===== src/rtl/shift_cmd_queue.sv =====
// shift_cmd_queue: buffered command front-end for an external combinational
// barrel shifter. Commands enter a DEPTH-entry FIFO, the head command is
// presented on Sh_*, and the shifter result is captured into a registered
// valid/ready output stage. Illegal shift amounts (>7) bypass the shifter,
// are flagged on Out_err and counted in a saturating error counter.
//
// Handshake: a transfer happens on a rising clk edge where valid && ready are
// both high. The producer holds valid and its payload stable until that edge.
// The consumer may change ready at any time. In_ready depends only on
// registered occupancy, so it never combinationally depends on In_valid.
module shift_cmd_queue #(
  parameter  int DEPTH  = 4,
  parameter  int DATA_W = 8,
  localparam int PTR_W  = $clog2(DEPTH),
  localparam int CNT_W  = PTR_W + 1
) (
  input  logic              clk,
  input  logic              rst_n,
  // command input
  input  logic              In_valid,
  output logic              In_ready,
  input  logic [DATA_W-1:0] In_data,
  input  logic [3:0]        In_shift,
  input  logic              In_dir,
  input  logic              In_mode,
  // head command to the shifter
  output logic [DATA_W-1:0] Sh_A,
  output logic [3:0]        Sh_shift,
  output logic              Sh_dir,
  output logic              Sh_mode,
  input  logic [DATA_W-1:0] Sh_result,
  // result output stage
  output logic              Out_valid,
  input  logic              Out_ready,
  output logic [DATA_W-1:0] Out_data,
  output logic              Out_err,
  // status
  output logic [CNT_W-1:0]  Count,
  output logic [7:0]        Err_count
);

  // FIFO storage, one field array per command field
  logic [DATA_W-1:0] data_q  [DEPTH];
  logic [3:0]        shift_q [DEPTH];
  logic              dir_q   [DEPTH];
  logic              mode_q  [DEPTH];
  logic              err_q   [DEPTH];

  logic [PTR_W-1:0]  wr_ptr_q, wr_ptr_d;
  logic [PTR_W-1:0]  rd_ptr_q, rd_ptr_d;
  logic [CNT_W-1:0]  count_q, count_d;

  logic              out_valid_q, out_valid_d;
  logic [DATA_W-1:0] out_data_q, out_data_d;
  logic              out_err_q, out_err_d;
  logic [7:0]        err_cnt_q, err_cnt_d;

  logic              full;
  logic              head_valid;
  logic              head_err;
  logic              push;
  logic              load;

  assign full       = (count_q == CNT_W'(DEPTH));
  assign head_valid = (count_q != '0);
  assign head_err   = err_q[rd_ptr_q];

  // A full queue never accepts, so push and load on a full queue cannot coincide.
  assign push = In_valid && !full;
  // Load whenever a command is waiting and the output register is free or draining.
  assign load = head_valid && (!out_valid_q || Out_ready);

  // Head command mux; forced to zero while the queue is empty.
  always_comb begin
    Sh_A     = '0;
    Sh_shift = '0;
    Sh_dir   = 1'b0;
    Sh_mode  = 1'b0;
    if (head_valid) begin
      Sh_A     = data_q[rd_ptr_q];
      Sh_shift = shift_q[rd_ptr_q];
      Sh_dir   = dir_q[rd_ptr_q];
      Sh_mode  = mode_q[rd_ptr_q];
    end
  end

  // Next-state for pointers, occupancy, output stage and error counter.
  always_comb begin
    wr_ptr_d    = wr_ptr_q;
    rd_ptr_d    = rd_ptr_q;
    count_d     = count_q;
    out_valid_d = out_valid_q;
    out_data_d  = out_data_q;
    out_err_d   = out_err_q;
    err_cnt_d   = err_cnt_q;

    if (push) begin
      wr_ptr_d = wr_ptr_q + PTR_W'(1);
    end
    if (load) begin
      rd_ptr_d = rd_ptr_q + PTR_W'(1);
    end

    case ({push, load})
      2'b10:   count_d = count_q + CNT_W'(1);
      2'b01:   count_d = count_q - CNT_W'(1);
      default: count_d = count_q;
    endcase

    if (load) begin
      // Illegal amounts pass the operand through untouched.
      out_data_d  = head_err ? data_q[rd_ptr_q] : Sh_result;
      out_err_d   = head_err;
      out_valid_d = 1'b1;
      if (head_err && (err_cnt_q != 8'hFF)) begin
        err_cnt_d = err_cnt_q + 8'd1;
      end
    end else if (Out_ready) begin
      out_valid_d = 1'b0;
    end
  end

  // Control and output-stage registers.
  always_ff @(posedge clk or negedge rst_n) begin
    if (!rst_n) begin
      wr_ptr_q    <= '0;
      rd_ptr_q    <= '0;
      count_q     <= '0;
      out_valid_q <= 1'b0;
      out_data_q  <= '0;
      out_err_q   <= 1'b0;
      err_cnt_q   <= '0;
    end else begin
      wr_ptr_q    <= wr_ptr_d;
      rd_ptr_q    <= rd_ptr_d;
      count_q     <= count_d;
      out_valid_q <= out_valid_d;
      out_data_q  <= out_data_d;
      out_err_q   <= out_err_d;
      err_cnt_q   <= err_cnt_d;
    end
  end

  // FIFO storage write on push; cleared on reset so no stale command survives.
  always_ff @(posedge clk or negedge rst_n) begin
    if (!rst_n) begin
      for (int i = 0; i < DEPTH; i++) begin
        data_q[i]  <= '0;
        shift_q[i] <= '0;
        dir_q[i]   <= 1'b0;
        mode_q[i]  <= 1'b0;
        err_q[i]   <= 1'b0;
      end
    end else if (push) begin
      data_q[wr_ptr_q]  <= In_data;
      shift_q[wr_ptr_q] <= In_shift;
      dir_q[wr_ptr_q]   <= In_dir;
      mode_q[wr_ptr_q]  <= In_mode;
      err_q[wr_ptr_q]   <= (In_shift > 4'd7);
    end
  end

  assign In_ready  = !full;
  assign Out_valid = out_valid_q;
  assign Out_data  = out_data_q;
  assign Out_err   = out_err_q;
  assign Count     = count_q;
  assign Err_count = err_cnt_q;

endmodule


===== config.mk =====
export PLATFORM = sky130hd
export DESIGN_NAME = shift_cmd_queue
export DESIGN_NICKNAME = d
export VERILOG_FILES = /design/src/rtl/shift_cmd_queue.sv
export SDC_FILE = /design/constraint.sdc
export NUM_CORES = 1
export LEC_CHECK = 0
export BUFFER_PORTS_ARGS = -buffer_cell sky130_fd_sc_hd__buf_4
export CELL_PAD_IN_SITES_DETAIL_PLACEMENT = 2
export CELL_PAD_IN_SITES_GLOBAL_PLACEMENT = 2
export CORE_MARGIN = 2
export CORE_UTILIZATION = 29
export DETAILED_ROUTE_END_ITERATION = 6
export PLACE_DENSITY = 0.7
export SYNTH_ARGS = -nofsm -noshare
export SYNTH_HDL_FRONTEND = slang
export SYNTH_SLANG_ARGS = --single-unit

===== constraint.sdc =====
create_clock -name clk -period 3.5 [get_ports clk]
set_input_delay 0.525 -clock clk [delete_from_list [all_inputs] [get_ports clk]]
set_output_delay 0.525 -clock clk [all_outputs]
set_load 0.01 [all_outputs]

# Word level (Yosys, flattened, before mapping)
# Index checks and enable logic that the tools add are counted.
# W data, S select, Z words.
[word_totals] regBits=85 in_bits=26 out_inout_bits=36 word_cells=87
[classes] addsub=5 magnitude_cmp=4 eq_ne=4 n_mux=34 n_bitwise=2 reduce_logical=11
[ops] op="$mux W8" count=5
[ops] op="$bwmux W32" count=1
[ops] op="$bmux W8 S2" count=1
[ops] op="$bwmux W16" count=1
[ops] op="$demux W8 S2" count=1
[ops] op="$mux W4" count=4
[ops] op="$bwmux W4" count=3
[ops] op="$mux W1" count=11
[ops] op="$add A8 B1 Y8 const B" count=1
[ops] op="$bmux W4 S2" count=1
[ops] op="$demux W4 S2" count=1
[ops] op="$ne A8 B8 Y1 const B" count=1
[ops] op="$bmux W1 S2" count=3
[ops] op="$ge A3 B3 Y1 const B" count=2
[ops] op="$not A2 Y3" count=2
[ops] op="$pmux W3 S2" count=1
[ops] op="$add A2 B1 Y2 const B" count=2
[ops] op="$gt A4 B3 Y1 const B" count=1
[ops] op="$logic_and A1 B1 Y1" count=4
[ops] op="$reduce_bool A2 Y1" count=2
[ops] op="$add A3 B1 Y3 const B" count=1
[ops] op="$eq A3 B3 Y1 const B" count=1
[ops] op="$lt A3 B1 Y1 const B" count=1
[ops] op="$reduce_bool A3 Y1" count=1
[ops] op="other kinds (7)" count=8

# Logic depth before layout (Yosys ltp)
# Gate-level depths: netlist of run 1.
[logic_depth] ltp_word=6 depth_mapped=9

# Worst setup path after synthesis of run 1
# Ideal clock, no wire load.
[synth_timing] kind="input port to flip-flop" start="input port Out_ready" end="register count_q[2], in the netlist Count[2]" t_arrival_ns=2.181 path_slack_ns=1.240 cell_stages=9 n_path_buf=1 cell_sequence="nand2b_1 > nor2b_1 > clkbuf_1 > ha_1 > inv_1 > fa_1 > xor2_1 > nor2_1 > xor2_1"
[synth_between] elab_chain_cells=4 word_cells_on_any_way=6 cone_classes="eq/ne (2); mux (1); reduce/logical (3)"
[synth_rtl] item="from (decl)" line="34" text="input logic Out_ready,"
[synth_rtl] item="$logic_or A1 B1 Y1 *" line="71" text="assign load = head_valid && (!out_valid_q || Out_ready);"
[synth_rtl] item="$logic_and A1 B1 Y1 *" line="71"
[synth_rtl] item="net load" line="62" text="logic load;"
[synth_rtl] item="$eq A2 B1 Y1 / $eq A2 B2 Y1 (equally long branches)" line="104" text="case ({push, load})"
[synth_rtl] item="$pmux W3 S2 / $reduce_bool A2 Y1 (equally long branches)"
[synth_rtl] item="to (signal assigned)" line="136" text="count_q <= count_d;"
[synth_rtl] item="to (decl)" line="51" text="logic [CNT_W-1:0] count_q, count_d;"
# The timed path passes the listed nets; every way through them passes the cells marked *.
# A chain may end at the register's enable or synchronous reset.

# Worst setup path after layout of run 1
[layout_timing] start="register rd_ptr_q[0]" end="output port Sh_mode"
[layout_between] elab_chain_cells=5
[layout_rtl] item="from (decl)" line="50" text="logic [PTR_W-1:0] rd_ptr_q, rd_ptr_d;"
[layout_rtl] item="from (signal assigned)" line="135" text="rd_ptr_q <= rd_ptr_d;"
[layout_rtl] item="$not A2 Y3 (implied by the code)" line="83" text="Sh_mode = mode_q[rd_ptr_q];"
[layout_rtl] item="$bmux W1 S2" line="83"
[layout_rtl] item="$mux W1 (implied by the code) (2 in series)" line="83"
[layout_rtl] item="$mux W1" line="79" text="if (head_valid) begin"
[layout_rtl] item="to (decl)" line="30" text="output logic Sh_mode,"
# Every way passes these cells. The select of a mux whose other input is x is not followed.

==> flow_summary.json, run 1 <==
{
  "post-cts-setup-buffer-count": 0,
  "rows": 42,
  "synth_top_area_cell": "dfrtp_1",
  "final_common_cell": "dfrtp_1",
  "coreArea_sq_um": 13240,
  "drive_gt1_share_pct": 48.40,
  "fmax_mhz": 358.4,
  "htreeDepth": 3,
  "cts_resized": 0,
  "finalCriticalPeriod_ns": 2.790,
  "yosys_warnings": 0,
  "relSlewSlack_pct": 45.48,
  "reg2reg_from": "rd_ptr_q[0]",
  "avgSynthCellArea_sq_um": 14.46,
  "ios": 62,
  "vdd_drop_max_uv": 365.5,
  "dp_hpwl_um": 6561,
  "holdWs_ns": 0.2793,
  "start_util_pct": 29.81,
  "tightest_slew_ns": 0.8179,
  "placed_cells": 503,
  "final_cell_mix": "dfrtp_1 (85), buf_4 (67), mux2_2 (61)",
  "grt_overflow": 0,
  "synth.top_cell.area_share_pct": 53.88,
  "final_nets": 371,
  "grt_use_total_pct": 14.94,
  "grt_pass1_wl_um": 16170,
  "wl_per_cell_um": 18.72,
  "cts_tree": "built",
  "vias_per_cell": 4.707,
  "cts-buffers-inserted": 9,
  "arrival_ns": 2.27,
  "yosysSeqAreaShare_pct": 53.88,
  "netlist_area_sq_um": 3948,
  "drcViolationCount": 0,
  "fin_util_pct": 36.97,
  "grt_pass1_vias": 2863,
  "critPathCaptureType": "primary output",
  "antenna_found_initial": 0,
  "diodes": 0,
  "dieArea_sq_um": 14560,
  "hold_viol_final": 0,
  "cts_buffer_depth": 2,
  "first_iter_violations": 93,
  "synth_edf_count": 0,
  "wirelength_um": 9714,
  "num_vias": 2443,
  "netlist_top_cells_area": "dfrtp_1 (54%), mux2_2 (17%), mux4_2 (6.8%), nor2b_1 (2.4%), mux2i_1 (2.3%)",
  "die_h_um": 120.7,
  "holdBufCountCts": 0,
  "crit_fanout": 12,
  "ys.flop_type": "dfrtp_1",
  "r2r_cells": 4,
  "die_w_um": 120.7,
  "clkLatencyLatePin_ns": 0.34,
  "syn_nets": 306,
  "skew_ns": 0.008590,
  "critPathLaunch": "rd_ptr_q[0]",
  "post-route-period-util_pct": 79.72,
  "synth-async-reset-ratio_pct": 100.0,
  "place_congestion": 0.6736,
  "ys_types": 33,
  "cts.sinks": 85,
  "cts_root_buf": "clkbuf_16",
  "rsz0062_at_grt": "no",
  "slew_violations": 0,
  "leakagePower_nw": 2.184,
  "port_buffers": 61,
  "r2r_end": "Err_count[1]",
  "drv_cap": 0,
  "grt_max_degree": 64,
  "ant_nets": 0,
  "setup_viol": 0,
  "hp-class": "input port to async pin",
  "r2r_slack_ns": 1.17,
  "required_ns": 2.97,
  "fillCellCount": 1368,
  "outcome": "finished, final reports clean",
  "start_kind": "register",
  "endpoint": "Sh_mode",
  "ys_ff_latch": 85,
  "fin_cells": 519,
  "synthCells": 273,
  "setup.worst_path.class": "register to primary output",
  "area_growth_pct": 24.03,
  "final.setup.tns_ns": 0,
  "drt_pre_antenna_iters": 4,
  "powerDensity_nw_per_um2": 1050,
  "clk_pin_slew_worst_paths_ns": 0.06
}
worst min-delay path by stage:
| stage | depth (start not counted) | from | to | slack [ns] |
|---|---|---|---|---|
| floorplan | 0 | rst_n | Count[0] | 0.23 |
| global placement | 1 | data_q[17] | data_q[17] | 0.48 |
| detailed placement | 1 | data_q[1] | data_q[1] | 0.49 |
| CTS | 1 | rst_n | Count[1] | 0.31 |
| global route | 1 | rst_n | Count[1] | 0.33 |
| finish | 1 | rst_n | Count[1] | 0.28 |
critical path: stages (launching register included):
cell	delay [ns]
dfrtp_1	0.79
buf_4	0.32
mux4_2	0.52
nor2b_1	0.15
buf_4	0.15
metrics by stage:
stage | total power (W) | cell area, sq um | setup WS [ns]
2_1_floorplan | 0.003332 | 3948 | 1.240
3_3_place_gp | 0.004137 | 4603 | 1.053
3_5_place_dp | 0.004262 | 4603 | 1.038
4_1_cts | 0.005254 | 4896 | 0.6469
5_1_grt | 0.005541 | 4896 | 0.5533
6_report | 0.005139 | 4896 | 0.7100
area by class of cell:
cell class              instances  area, sq um  share of cell area [%]
flip-flops and latches         85         2127                   43.44
multi-input cells             168         1727                   35.27
repair buffers                 67        503.0                   10.27
clock buffers                  11        242.7                   4.958
well taps                     176        220.2                   4.498
clock inverters                 5        50.05                   1.022
inverters                       7        26.28                  0.5367
power by group:
group          total (W)  leakage, nW  switching (W)  internal [W]
clock network   0.000949        0.149       0.000382      0.000567
registers        0.00184         1.00       0.000365       0.00148
logic            0.00235         1.03        0.00102       0.00132
total            0.00514         2.18        0.00177       0.00337
cell families after synthesis:
kind of cell             after synthesis  synth area share (%)
AO/OA/AOI/OAI                         13                 1.965
XOR/XNOR                              11                 2.441
adder cells (fa/ha/maj)                7                 2.409
AND/OR/NAND/NOR                       51                 7.892
buffers and inverters                 20                 2.504
flip-flops                            85                 53.88
multiplexers                          86                 28.91
state kept, by name, indices dropped and copies added (netlist names):
signal     cells
Err_count      8
rd_ptr_q       2
Out_data       8
err_q          4
dir_q          4
mode_q         4
Out_valid      1
Out_err        1
wr_ptr_q       2
data_q        32
shift_q       16
Count          3
synthesized netlist by cell type, types with 2 or more instances:
master	count
dfrtp_1	85
mux2_2	61
nor2b_1	15
mux4_2	12
nor2_1	11
mux2i_1	9
a21oi_1	8
xor2_1	8
buf_2	7
inv_1	7
ha_1	6
nand2_1	5
nand2_2	4
nor3_1	4
clkbuf_1	3
mux4_1	3
xnor2_1	3
and4_1	2
buf_6	2
nand2b_1	2
nand3_1	2
nand4_1	2
o21ai_0	2
metal layers:
| metal | global-route usage, % | vias up | routed length, um |
|---|---|---|---|
| li1 | - | 1097 | - |
| met1 | 18.65 | 1287 | 4444 |
| met2 | 24.96 | 51 | 4746 |
| met3 | 4.434 | 8 | 386 |
| met4 | 4.578 | 0 | 136 |
| met5 | 0 | - | 0 |
Note: power is estimated with default switching activity, not from simulation.
==> run 2: changes to the inputs <==
ABC_AREA = 1   (was default)
PLACE_DENSITY = 0.82   (was 0.7)
clock period = 2.55 ns   (was 3.5 ns; I/O delays follow)
==> run 2 against run 1 <==
Combinational power grew 42%. Non-clock buffer count decreased by 1. Clock power increased by 58%. First-iteration DRC count grew 27%. Sequential share of layout area down 1.4 points. Clock skew is 0.0045 ns lower. Worst setup slack got worse by 0.43 ns. Register-to-register slack worse by 0.59 ns. Via count increased by 48%. Die area rose by 4.9%. Global-route usage rose by 2.6 points. Critical path type unchanged. Largest power group unchanged. Highest routed layer unchanged.
==> flow_summary.json, run 2 <==
{
  "drive_gt1_share_pct": 17.10,
  "synth_compound_area_share_pct": 9.777,
  "synthXorXnorAreaFrac_pct": 1.479,
  "setup_viol": 0,
  "sw_frac_of_total_pct": 41.83,
  "rsz0062_at_grt": "no",
  "fmax_mhz": 441.4,
  "yosys.area_share.simple_pct": 27.13,
  "yosysMostFrequentCell": "nand2_1",
  "dp_hpwl_um": 8464,
  "required_ns": 2.17,
  "yosys_warnings": 0,
  "critPathCaptureType": "primary output",
  "ys_ff_latch": 85,
  "path_cells": "buf_4, nor2_1, nor2_1, o21ai_0, a21oi_1, buf_4",
  "drv_cap": 0,
  "powerDensity_nw_per_um2": 1429,
  "ys.flop_type": "dfrtp_1",
  "cts_root_buf": "clkbuf_16",
  "reg2reg_from": "rd_ptr_q[0]",
  "antenna_found_initial": 0,
  "drcViolationCount": 0,
  "final_nets": 601,
  "hold_viol_final": 0,
  "outcome": "finished, final reports clean",
  "start_kind": "register",
  "yosys-top-cells-count": "nand2_1 (179), dfrtp_1 (85), o21ai_1 (55)",
  "cts_resized": 0,
  "cts.sinks": 85,
  "vdd_drop_max_uv": 325.3,
  "synthMuxAreaShare_pct": 0,
  "place_congestion": 0.7778,
  "final.setup.tns_ns": 0,
  "htreeDepth": 3,
  "first_iter_violations": 118,
  "port_buffers": 61,
  "arrival_ns": 1.88,
  "clk_pin_slew_worst_paths_ns": 0.06,
  "synth-adder-area-share_pct": 2.293,
  "clockPowerShare_pct": 20.7,
  "netlist_area_sq_um": 4146,
  "cpMaxStageDelayCell": "dfrtp_1",
  "grt_max_degree": 50,
  "setup.worst_path.class": "register to primary output",
  "start_util_pct": 29.76,
  "cp_top_family": "buffers and inverters",
  "power_frac_comb_pct": 46.1,
  "clkLatencyLatePin_ns": 0.34,
  "synth.top_cell.area_share_pct": 51.30,
  "cts_tree": "built",
  "largest_reg_flops": 32,
  "vias_per_cell": 4.789,
  "die_h_um": 123.6,
  "diodes": 0,
  "final_cell_mix": "nand2_1 (179), dfrtp_1 (85), buf_4 (65)",
  "leakagePower_nw": 2.620,
  "largest-register": "data_q",
  "hp-class": "input port to async pin",
  "grt_pass1_wl_um": 20780,
  "wirelength_um": 12370,
  "dieArea_sq_um": 15270,
  "post-cts-setup-buffer-count": 0,
  "avgSynthCellArea_sq_um": 8.114,
  "synthCells": 511,
  "holdBufCountCts": 0,
  "area_growth_pct": 21.94,
  "synth-async-reset-ratio_pct": 100.0,
  "drt_pre_antenna_iters": 4,
  "slew_violations": 0,
  "netlist_top_cells_area": "dfrtp_1 (51%), nand2_1 (16%), o21ai_1 (6.6%), nand3_1 (4.7%), inv_1 (3.6%)",
  "syn_nets": 544,
  "p_int_w": 0.004202,
  "place_area_sq_um": 4711,
  "cts_buffer_depth": 2,
  "synth_top_family_by_area": "simple AND/OR/NAND/NOR gates",
  "power_switching_w": 0.003022,
  "synth_top_area_cell": "dfrtp_1",
  "critPathLaunch": "rd_ptr_q[0]",
  "cp_num_buf_inv": 2,
  "ios": 62,
  "grt_use_total_pct": 17.52,
  "final_common_cell": "nand2_1",
  "max_stage_delay_ns": 0.50,
  "grt_overflow": 0,
  "crit_fanout": 24,
  "reg_top3": "data_q x32, shift_q x16",
  "die_w_um": 123.6,
  "yosysSeqAreaShare_pct": 51.30,
  "wl_per_cell_um": 16.43,
  "fin_area_sq_um": 5056,
  "ant_nets": 0,
  "ys_types": 23,
  "grt_pass1_vias": 4073,
  "rows": 43,
  "cts-buffers-inserted": 9,
  "relSlewSlack_pct": 60.22,
  "synth_edf_count": 0,
  "power_frac_seq_pct": 33.2,
  "post-route-period-util_pct": 88.85,
  "num_vias": 3606,
  "finalCriticalPeriod_ns": 2.266,
  "skew_ns": 0.004085,
  "tightest_slew_ns": 0.5961,
  "coreArea_sq_um": 13930
}
run 2: cell count changes after synthesis, sizes merged, moves of 4 or more:
cell / previous run / this run
mux4: 15 / 0
mux2i: 9 / 0
inv: 7 / 43
nor3: 4 / 0
nand2: 9 / 187
nor2: 12 / 40
nor2b: 15 / 0
o21ai: 2 / 72
nand3: 2 / 41
buf: 10 / 19
mux2: 62 / 0
run 2: layout make-up:
class / count / area, sq um
multi-input combinational: 363 / 1687
fill: 1559 / 8879
inverter: 43 / 163.9
sequential: 85 / 2127
timing repair buffer: 66 / 508.0
clock inverter: 3 / 65.06
clock buffer: 13 / 280.3
tap: 180 / 225.2
run 2: logic make-up after synthesis:
group	Yosys count
xor+xnor	7
buf+inv	63
fa+ha+maj	7
flops	85
simple gates	268
compound gates	81
run 2: path summary, 6_finish.rpt:
kind                       slack, ns            to  cells after the start
max                             0.28   Sh_shift[1]                      6
min                            0.007   Out_data[2]                      1
max reg2reg                     0.58  Err_count[1]                      8
min reg2reg                     0.48   Out_data[2]                      2
max in group asynchronous       1.88    data_q[17]                      2
min in group clk                0.31      err_q[1]                      3
run 2: per-layer routing:
layer	up-vias	GRT usage [%]	share of wire (%)
li1	1726	-	-
met1	1810	22.02	45
met2	53	30.84	51
met3	17	2.427	2.5
met4	0	5.966	1.7
met5	-	0	0
run 2: through the flow:
step                hold WS (ns)  power (W)  utilization [%]  setup slack [ns]  std cells
floorplan                0.08691   0.004495                -            0.5369        511
global placement          0.3888   0.005572            33.81            0.7036        737
detailed placement        0.3952   0.005785            33.81            0.6193        737
CTS                      0.02831   0.007367            36.28            0.2432        753
global route             0.06223   0.007877            36.28            0.1325        753
finish                  0.007049   0.007224            36.28            0.2843        753
run 2: power groups by stage:
| stage | logic, W | registers, W | clock network [W] |
|---|---|---|---|
| finish | 0.00333 | 0.00240 | 0.00150 |
| global route | 0.00382 | 0.00248 | 0.00158 |
| CTS | 0.00343 | 0.00240 | 0.00154 |
| detailed placement | 0.00337 | 0.00242 | 0 |
| global placement | 0.00319 | 0.00238 | 0 |
| floorplan | 0.00214 | 0.00236 | 0 |
run 2: worst register-to-register path: stages, from the launching register on:
cell	delay, ns
dfrtp_1	0.47
inv_2	0.44
nand2_1	0.15
nand2_1	0.10
nand2_1	0.08
nand2_2	0.20
nand3_2	0.23
nand2_1	0.14
nand2_1	0.06
==> run 3: changes to the inputs <==
CORE_ASPECT_RATIO = 1.5   (was default)
==> run 3 against run 2 <==
Worst setup slack better by 0.080 ns. Clock-buffer cell count is 1 lower. Register-to-register slack better by 0.03 ns. Fmax is 3.6% higher. First-iteration DRC count is 0.85% lower. Routed wire length is 1.3% higher. Die area is 0.13% higher. Sequential cell count stayed put. Global-route usage hardly changed. Via count is 1.2% higher. Power is 0.26% lower. Largest cell class unchanged. Largest power group unchanged.
==> flow_summary.json, run 3 (same netlist as run 2, synthesis figures left out) <==
{
  "port_buffers": 61,
  "path_cells": "inv_2, o21ai_0, a21oi_1, buf_4",
  "holdBufCountCts": 0,
  "dieArea_sq_um": 15290,
  "area_growth_pct": 22.21,
  "hold_viol_final": 0,
  "cts-buffers-inserted": 9,
  "vdd_drop_max_uv": 361.9,
  "setup_viol": 0,
  "place_ws_ns": 0.6088,
  "sw_frac_of_total_pct": 42.24,
  "drt_pre_antenna_iters": 4,
  "outcome": "finished, final reports clean",
  "cpMaxStageDelayCell": "inv_2",
  "grt_max_degree": 49,
  "rsz0062_at_grt": "no",
  "largest_reg_flops": 32,
  "crit_fanout": 31,
  "cp_top_family": "buffers and inverters",
  "vias_per_cell": 4.756,
  "leakagePower_nw": 2.621,
  "grt_pass1_wl_um": 20890,
  "cts_buffer_depth": 2,
  "die_w_um": 101.6,
  "clk_pin_slew_worst_paths_ns": 0.06,
  "cp_num_buf_inv": 2,
  "start_util_pct": 29.63,
  "powerDensity_nw_per_um2": 1422,
  "finalWorstSetupSlack_ns": 0.3639,
  "reg_top3": "data_q x32, shift_q x16",
  "grt_overflow": 0,
  "arrival_ns": 1.80,
  "place_congestion": 0.7526,
  "fillCellCount": 1637,
  "hp-class": "input port to async pin",
  "critPathCaptureType": "primary output",
  "htreeDepth": 3,
  "power_frac_comb_pct": 46.5,
  "power_frac_seq_pct": 33.4,
  "drive_gt1_share_pct": 17.22,
  "ant_nets": 0,
  "slew_violations": 0,
  "post-route-period-util_pct": 85.73,
  "ios": 62,
  "dp_hpwl_um": 8730,
  "grt_pass1_vias": 4115,
  "max_stage_delay_ns": 0.44,
  "fmax_mhz": 457.4,
  "placed_cells": 751,
  "finalCriticalPeriod_ns": 2.186,
  "post-cts-setup-buffer-count": 0,
  "num_vias": 3648,
  "clkLatencyLatePin_ns": 0.34,
  "clockPowerShare_pct": 20.1,
  "cts_tree": "built",
  "rows": 53,
  "skew_ns": 0.007379,
  "diodes": 0,
  "final_nets": 603,
  "first_iter_violations": 117,
  "largest-register": "data_q",
  "relSlewSlack_pct": 62.07,
  "final.setup.tns_ns": 0,
  "cts_resized": 0,
  "power_switching_w": 0.003043,
  "coreArea_sq_um": 13990,
  "cts.sinks": 85,
  "final_common_cell": "nand2_1",
  "die_h_um": 150.5,
  "drcViolationCount": 0,
  "start_kind": "register",
  "fin_cells": 767,
  "cts_root_buf": "clkbuf_16",
  "tightest_slew_ns": 0.5681,
  "final_cell_mix": "nand2_1 (179), dfrtp_1 (85), buf_4 (67)",
  "holdWs_ns": 0.01534,
  "antenna_found_initial": 0,
  "required_ns": 2.17,
  "grt_use_total_pct": 17.57,
  "wl_per_cell_um": 16.33,
  "setup.worst_path.class": "register to primary output",
  "drv_cap": 0,
  "wirelength_um": 12530,
  "p_int_w": 0.004162
}
==> run 3: per-layer routing <==
metal | part of all wire [%] | GRT usage [%] | vias to the layer above | routed length, um
met2 | 54 | 32.83 | 55 | 6816
met4 | 2.0 | 6.824 | 0 | 250
li1 | - | - | 1733 | -
met1 | 41 | 20.04 | 1845 | 5180
met3 | 2.2 | 1.857 | 15 | 278
met5 | 0 | 0 | - | 0
==> run 3: layout make-up <==
class | count | area, sq um | area share [%]
clock inverter | 4 | 70.07 | 1.383
sequential | 85 | 2127 | 41.98
timing repair buffer | 68 | 523.0 | 10.32
clock buffer | 12 | 256.5 | 5.062
inverter | 43 | 163.9 | 3.235
multi-input combinational | 363 | 1687 | 33.28
tap | 192 | 240.2 | 4.741
==> run 3: path summary, 6_finish.rpt <==
check                          endpoint  cells past startpoint   startpoint  slack [ns]
min                        Err_count[3]                      1        rst_n        0.02
max reg2reg                    Count[2]                      9     Count[1]        0.61
min in group clk               err_q[1]                      3  In_shift[3]        0.32
min reg2reg                    err_q[0]                      2     err_q[0]        0.48
max                              Sh_dir                      4  rd_ptr_q[0]        0.36
max in group asynchronous   shift_q[11]                      2        rst_n        1.87
==> run 3: power by group through the flow <==
| stage | registers (W) | clock network, W | logic (W) |
|---|---|---|---|
| after floorplan | 0.00236 | 0 | 0.00214 |
| after global placement | 0.00237 | 0 | 0.00320 |
| after detailed placement | 0.00243 | 0 | 0.00340 |
| after CTS | 0.00241 | 0.00148 | 0.00344 |
| after global routing | 0.00248 | 0.00152 | 0.00382 |
| final | 0.00240 | 0.00145 | 0.00335 |
==> run 3: stage by stage <==
step	instance area, sq um	power (W)	util [%]
after floorplan	4146	0.004495	-
after global placement	4741	0.005571	33.88
after detailed placement	4741	0.005828	33.88
after CTS	5067	0.007324	36.22
after global routing	5067	0.007824	36.22
final	5067	0.007205	36.22
